### src/rtl/ddr3_traffic_gen.sv
// Start/done traffic engine for the ddr3_fsm request port and ddr3_ddl data streams:
// issues COUNT x BURSTS BL8 requests, streams seeded write data and checks read data.
module ddr3_traffic_gen #(
  parameter int WIDTH   = 32,
  parameter int ADDRS   = 25,
  parameter int REQID   = 4,
  parameter int BURSTS  = 2,
  parameter int COUNT   = 4,
  parameter int TIMEOUT = 1023
) (
  input  logic               clock,
  input  logic               reset,
  input  logic               start_i,
  input  logic [1:0]         mode_i,
  input  logic [ADDRS-1:0]   base_i,
  input  logic [WIDTH-1:0]   seed_i,
  output logic               busy_o,
  output logic               done_o,
  output logic               fail_o,
  output logic [15:0]        errcnt_o,
  output logic [ADDRS-1:0]   erradr_o,
  output logic               mem_wrreq_o,
  output logic               mem_wrlst_o,
  input  logic               mem_wrack_i,
  input  logic               mem_wrerr_i,
  output logic [REQID-1:0]   mem_wrtid_o,
  output logic [ADDRS-1:0]   mem_wradr_o,
  output logic               mem_rdreq_o,
  output logic               mem_rdlst_o,
  input  logic               mem_rdack_i,
  input  logic               mem_rderr_i,
  output logic [REQID-1:0]   mem_rdtid_o,
  output logic [ADDRS-1:0]   mem_rdadr_o,
  output logic               mem_wvalid_o,
  output logic               mem_wlast_o,
  input  logic               mem_wready_i,
  output logic [WIDTH/8-1:0] mem_wrmask_o,
  output logic [WIDTH-1:0]   mem_wrdata_o,
  input  logic               mem_rvalid_i,
  input  logic               mem_rlast_i,
  output logic               mem_rready_o,
  input  logic [WIDTH-1:0]   mem_rddata_i
);

  localparam int BEATS = 128 / WIDTH;
  localparam int KW    = (BEATS > 1) ? $clog2(BEATS) : 1;
  localparam int TW    = $clog2(TIMEOUT + 1);

  typedef enum logic [2:0] {IDLE, WREQ, WDAT, RREQ, RDAT, DONE} state_t;

  state_t           state, state_d;
  logic             verify_q;
  logic [ADDRS-1:0] base_q, adr_q, erradr_q;
  logic [WIDTH-1:0] seed_q, dat_q;
  logic [3:0]       b_q;
  logic [15:0]      t_q, errcnt_q;
  logic [KW-1:0]    k_q;
  logic [TW-1:0]    wdog_q;
  logic             fail_q;

  logic        last_beat, last_burst, last_req, active;
  logic        wbeat, rbeat, ack, progress, timeout, launch;
  logic        e_ack, e_data, e_last;
  logic [1:0]  err_inc;
  logic [16:0] err_sum;

  // Request n is tracked as (transaction t_q, burst b_q); dat_q walks seed + n*BEATS + k.
  assign last_beat  = (k_q == KW'(BEATS - 1));
  assign last_burst = (b_q == 4'(BURSTS - 1));
  assign last_req   = last_burst && (t_q == 16'(COUNT - 1));
  assign active     = (state == WREQ) || (state == WDAT) || (state == RREQ) || (state == RDAT);
  assign launch     = (state == IDLE) && start_i;
  assign wbeat      = (state == WDAT) && mem_wready_i;
  assign rbeat      = (state == RDAT) && mem_rvalid_i;
  assign ack        = ((state == WREQ) && mem_wrack_i) || ((state == RREQ) && mem_rdack_i);
  assign progress   = ack || wbeat || rbeat;
  assign timeout    = active && !progress && (wdog_q == TW'(TIMEOUT - 1));

  assign e_ack   = ((state == WREQ) && mem_wrack_i && mem_wrerr_i) ||
                   ((state == RREQ) && mem_rdack_i && mem_rderr_i);
  assign e_data  = rbeat && (mem_rddata_i != dat_q);
  assign e_last  = rbeat && (mem_rlast_i != last_beat);
  assign err_inc = 2'(e_ack) + 2'(e_data) + 2'(e_last) + 2'(timeout);
  assign err_sum = {1'b0, errcnt_q} + 17'(err_inc);

  assign mem_wradr_o  = adr_q;
  assign mem_rdadr_o  = adr_q;
  assign mem_wrtid_o  = t_q[REQID-1:0];
  assign mem_rdtid_o  = t_q[REQID-1:0];
  assign mem_wrdata_o = dat_q;
  assign mem_wrmask_o = {(WIDTH/8){mem_wvalid_o}};
  assign fail_o       = fail_q;
  assign errcnt_o     = errcnt_q;
  assign erradr_o     = erradr_q;

  always_ff @(posedge clock) begin
    if (reset) state <= IDLE;
    else       state <= state_d;
  end

  always_comb begin
    // NOTE: every signal written here gets a default first, so no path can infer a latch.
    state_d      = state;
    busy_o       = 1'b0;
    done_o       = 1'b0;
    mem_wrreq_o  = 1'b0;
    mem_wrlst_o  = 1'b0;
    mem_rdreq_o  = 1'b0;
    mem_rdlst_o  = 1'b0;
    mem_wvalid_o = 1'b0;
    mem_wlast_o  = 1'b0;
    mem_rready_o = 1'b0;
    unique case (state)
      IDLE: if (start_i) state_d = (mode_i == 2'b01) ? RREQ : WREQ;
      WREQ: begin
        busy_o      = 1'b1;
        mem_wrreq_o = 1'b1;
        mem_wrlst_o = last_burst;
        if (mem_wrack_i) state_d = WDAT;
      end
      WDAT: begin
        busy_o       = 1'b1;
        mem_wvalid_o = 1'b1;
        mem_wlast_o  = last_beat;
        if (mem_wready_i && last_beat)
          state_d = !last_req ? WREQ : (verify_q ? RREQ : DONE);
      end
      RREQ: begin
        busy_o      = 1'b1;
        mem_rdreq_o = 1'b1;
        mem_rdlst_o = last_burst;
        if (mem_rdack_i) state_d = RDAT;
      end
      RDAT: begin
        busy_o       = 1'b1;
        mem_rready_o = 1'b1;
        if (mem_rvalid_i && last_beat) state_d = last_req ? DONE : RREQ;
      end
      DONE: begin
        done_o  = 1'b1;
        state_d = IDLE;
      end
      default: state_d = IDLE;
    endcase
    if (timeout) state_d = DONE;
  end

  always_ff @(posedge clock) begin
    // NOTE: registered state uses non-blocking assignments so every flop samples pre-edge values.
    if (reset) begin
      verify_q <= 1'b0;
      base_q   <= '0;
      seed_q   <= '0;
      adr_q    <= '0;
      dat_q    <= '0;
      b_q      <= '0;
      t_q      <= '0;
      k_q      <= '0;
      wdog_q   <= '0;
      errcnt_q <= '0;
      fail_q   <= 1'b0;
      erradr_q <= '0;
    end else if (launch) begin
      verify_q <= mode_i[1];
      base_q   <= base_i;
      seed_q   <= seed_i;
      adr_q    <= base_i;
      dat_q    <= seed_i;
      b_q      <= '0;
      t_q      <= '0;
      k_q      <= '0;
      wdog_q   <= '0;
      errcnt_q <= '0;
      fail_q   <= 1'b0;
      erradr_q <= '0;
    end else begin
      if (progress || !active) wdog_q <= '0;
      else if (!timeout)       wdog_q <= wdog_q + TW'(1);

      if (wbeat || rbeat) begin
        dat_q <= dat_q + WIDTH'(1);
        if (!last_beat) begin
          k_q <= k_q + KW'(1);
        end else begin
          k_q <= '0;
          if (last_req) begin
            // Rewind so a following read-back phase starts again at request 0.
            adr_q <= base_q;
            dat_q <= seed_q;
            b_q   <= '0;
            t_q   <= '0;
          end else begin
            adr_q <= adr_q + ADDRS'(8);
            if (last_burst) begin
              b_q <= '0;
              t_q <= t_q + 16'd1;
            end else begin
              b_q <= b_q + 4'd1;
            end
          end
        end
      end

      if (err_inc != 2'd0) begin
        fail_q   <= 1'b1;
        errcnt_q <= err_sum[16] ? 16'hFFFF : err_sum[15:0];
        if (errcnt_q == 16'd0) erradr_q <= adr_q;
      end
    end
  end

endmodule

### config.mk
export PLATFORM = sky130hd
export DESIGN_NAME = ddr3_traffic_gen
export DESIGN_NICKNAME = d
export VERILOG_FILES = /design/src/rtl/ddr3_traffic_gen.sv
export SDC_FILE = /design/constraint.sdc
export NUM_CORES = 1
export LEC_CHECK = 0
export ABC_CLOCK_PERIOD_IN_PS = 5800
export CORE_UTILIZATION = 30
export DETAILED_ROUTE_END_ITERATION = 8
export SLEW_MARGIN = 0
export SYNTH_ARGS = -nofsm -noshare
export SYNTH_HDL_FRONTEND = slang
export SYNTH_SLANG_ARGS = --single-unit
### constraint.sdc
create_clock -name clock -period 5.8 [get_ports clock]
set_input_delay 1.74 -clock clock [delete_from_list [all_inputs] [get_ports clock]]
set_output_delay 1.74 -clock clock [all_outputs]
set_load 0.005 [all_outputs]
==> qor.csv <==
stage,metric,value,unit
cells_and_area,"commonest non-fill, non-tap cell in the layout",clkdlybuf4s50_1,
global_route,Total GRT Usage,19.3,%
logic_synthesis,largest family of logic cells by synthesized area,simple AND/OR/NAND/NOR gates,
floorplan,area of the die,34100,um^2
setup_path,CP required,6.09,ns
global_route,largest net degree at the start of global routing,110,
setup_path,Max Fanout on Critical Path,9,
place,pre-CTS setup slack,0.206,ns
clock_tree,Longest Clk Path Bufs,2,
sta,max-slew violations,0,
logic_synthesis,simple-gate share of the synthesized area,25.4,%
logic_synthesis,number of library cell types mapped by synthesis,72,
global_route,Overflow after GRT,0,
pwr,Leak,4.51,nW
job,Max Cap Violations,0,
logic_synthesis,register bit total from synthesis,192,
sta,Setup-failing EPs final,0,
logic_synthesis,post-synth top area cell,dfxtp_1,
global_route,initial antenna violation count,2,
place,post-placement cell count,1868,
place,area post-placement,12700,um^2
logic_synthesis,ys async rst share,0,%
sta,"Hold Vio Cnt, Final",0,
detailed_routing,vias per cell,5.17,
clock_tree,total CTS buffers,17,
place,number of port buffers,245,
logic_synthesis,Synth Area in Compound Gates,16.9,%
floorplan,Initial Util,30.6,%
logic_synthesis,Synth Area in Adders,1.77,%
sta,Tmin final,5.18,ns
logic_synthesis,share of the synthesized area in the top cell type,38.4,%
cells_and_area,"commonest cells after routing, fill and taps aside","clkdlybuf4s50_1, nand2_1, dfxtp_1",
logic_synthesis,main flop type after synthesis,dfxtp_1,
floorplan,core area,32700,um^2
logic_synthesis,synthesized area,10000,um^2
run_status,status,"finished, final reports clean",
sta,Setup TNS Final,0,ns
logic_synthesis,Post-Syn Instances,1272,
cells_and_area,Synth-to-Final Area Change,32.2,%
global_route,global-route wire length before repair,51100,um
detailed_routing,Routed Antenna Nets,0,
detailed_routing,1st-pass router iterations,5,
cells_and_area,fin area,13200,um^2
floorplan,chip height,185,um
setup_path,"Arr. time, crit path",5.48,ns
sta,Least-Margin Pin Slew,1.18,ns
pwr,total power draw,3.28,mW
sta,RSZ-0062 raised after global routing,no,
cells_and_area,Final #Nets,1559,
setup_path,R2R Path Start,state[2],
logic_synthesis,sequential area share after synthesis,38.4,%
logic_synthesis,xor/xnor share of the synthesized area,8.65,%
clock_tree,Worst-Skew Late Latency,0.45,ns
clock_tree,H-tree Lvls,4,
place,GP Congestion,0.879,
floorplan,Rows,66,
global_route,via count of the first global-routing pass,8997,
detailed_routing,DR WL/cell,17.6,um
place,dpl hpwl,23700,um
setup_path,CP Launch Type,input pin,
detailed_routing,number of remaining DRC errors,0,
sta,Setup Skew,0.0247,ns
setup_path,Worst setup EP type,flop,
logic_synthesis,Avg Inst Size Synth,7.88,um^2
floorplan,I/O pin total,246,
logic_synthesis,Post-synth EDFFs,0,
clock_tree,TritonCTS clock tree,built,
sta,Tcrit/Tclk final,89.4,%
pwr,Power per Cell Area,248,nW/um^2
detailed_routing,final WL,33500,um
clock_tree,Sink Count,192,
clock_tree,hold buffers post-CTS,0,
sta,slew margin rel.,21.1,%
floorplan,die width,185,um
cells_and_area,Final Non-Filler Cells,1902,
setup_path,Crit Path Class,input pin to flop,
sta,final worst setup slack,0.616,ns
hold_path,hold path startpoint,base_q[23],
clock_tree,CTS Root Cell,clkbuf_16,
logic_synthesis,mux cell area share after synthesis,2.70,%
clock_tree,clock transition at the registers of the reported paths,0.08,ns
hold_path,hold crit path type,flop to flop,
detailed_routing,via count,9830,
clock_tree,PostCTS Resize Cnt,0,
setup_path,crit path launch,mem_rddata_i[3],
logic_synthesis,synth top area cells,"dfxtp_1, nand2_1, a21oi_1",
logic_synthesis,syn_nets,1386,
cells_and_area,layout cells sized above 1,5.08,%
clock_tree,setup bufs post-CTS,0,
sta,fmax,193,MHz
detailed_routing,1st-iter DRT viols,748,
logic_synthesis,"Warnings, synthesis",0,
pwr,worst vdd ir,0.195,mV
## worst max-delay path, stage by stage
cell,delay [ns]
clkdlybuf4s50_1,0.42
xnor2_1,0.31
nand4_1,0.13
nor4_1,0.64
buf_4,0.22
a21oi_1,0.08
ha_1,0.34
ha_1,0.24
fa_1,0.42
o2111a_1,0.19
and4_1,0.24
nand2_1,0.25
buf_4,0.19
a31oi_1,0.06
## metrics by stage
step | utilization [%] | hold slack [ns]
after floorplan | - | 0.436
after global placement | 38.7 | 0.442
after detailed placement | 38.7 | 0.447
after CTS | 40.5 | 0.457
after global routing | 40.5 | 0.473
final | 40.5 | 0.457
## metal layers
metal / vias up / routed length (um) / global-route usage, %
li1: 4787 / - / -
met1: 4648 / 15700 / 26.7
met2: 350 / 15100 / 30.3
met3: 43 / 2030 / 3.32
met4: 2 / 629 / 6.58
met5: - / 13 / 0
## synthesized netlist by cell type, types with 10 or more instances
| cell type | instances |
|---|---|
| nand2_1 | 215 |
| dfxtp_1 | 192 |
| nor2_1 | 129 |
| a21oi_1 | 115 |
| xnor2_1 | 60 |
| clkbuf_1 | 59 |
| nand3_1 | 55 |
| xor2_1 | 39 |
| buf_4 | 37 |
| nand4_1 | 29 |
| mux2i_1 | 27 |
| o21ai_1 | 26 |
| nor3_1 | 23 |
| a31oi_1 | 21 |
| o22ai_1 | 16 |
| and3_1 | 13 |
| o21ai_0 | 13 |
| and4_1 | 12 |
| nor4_1 | 12 |
| and2_1 | 11 |
| buf_2 | 11 |
| ha_1 | 11 |
| a21boi_0 | 10 |
| inv_1 | 10 |
| o211ai_1 | 10 |
| o221ai_1 | 10 |
## layout make-up
class	count	area, um^2
well taps	442	553
flip-flops and latches	192	3840
inverters	12	45.0
repair buffers	269	2640
multi-input cells	953	5570
diodes	2	5.00
clock buffers	17	425
clock inverters	15	163
fillers	3338	19500
## flip-flops by register name, indices dropped and copies added (netlist names), 4 cells and up
register      cells
mem_wrdata_o     32
seed_q           32
base_q           25
erradr_o         25
mem_rdadr_o      25
errcnt_o         16
t_q              16
wdog_q           10
b_q               4
## final timing paths
path                       to  slack, ns  cells after the start
hold reg to reg    base_q[23]       0.46                      2
hold / removal     base_q[23]       0.46                      2
setup / recovery  errcnt_o[0]       0.62                     14
setup reg to reg  errcnt_o[0]       1.66                     13
## power by group
part / total, mW / internal, mW / switching [mW]
clock network: 1.18 / 0.580 / 0.602
registers: 1.52 / 1.40 / 0.120
logic: 0.584 / 0.306 / 0.278
## kinds of logic after synthesis
| logic type | after synthesis |
|---|---|
| adders and majority gates | 13 |
| AOI/OAI and AO/OA | 273 |
| and+or+nand+nor | 541 |
| DFF | 192 |
| xor gates and xnor gates | 99 |
| buffers and inverters | 127 |
| muxes | 27 |
Note: power is estimated with default switching activity, not from simulation.
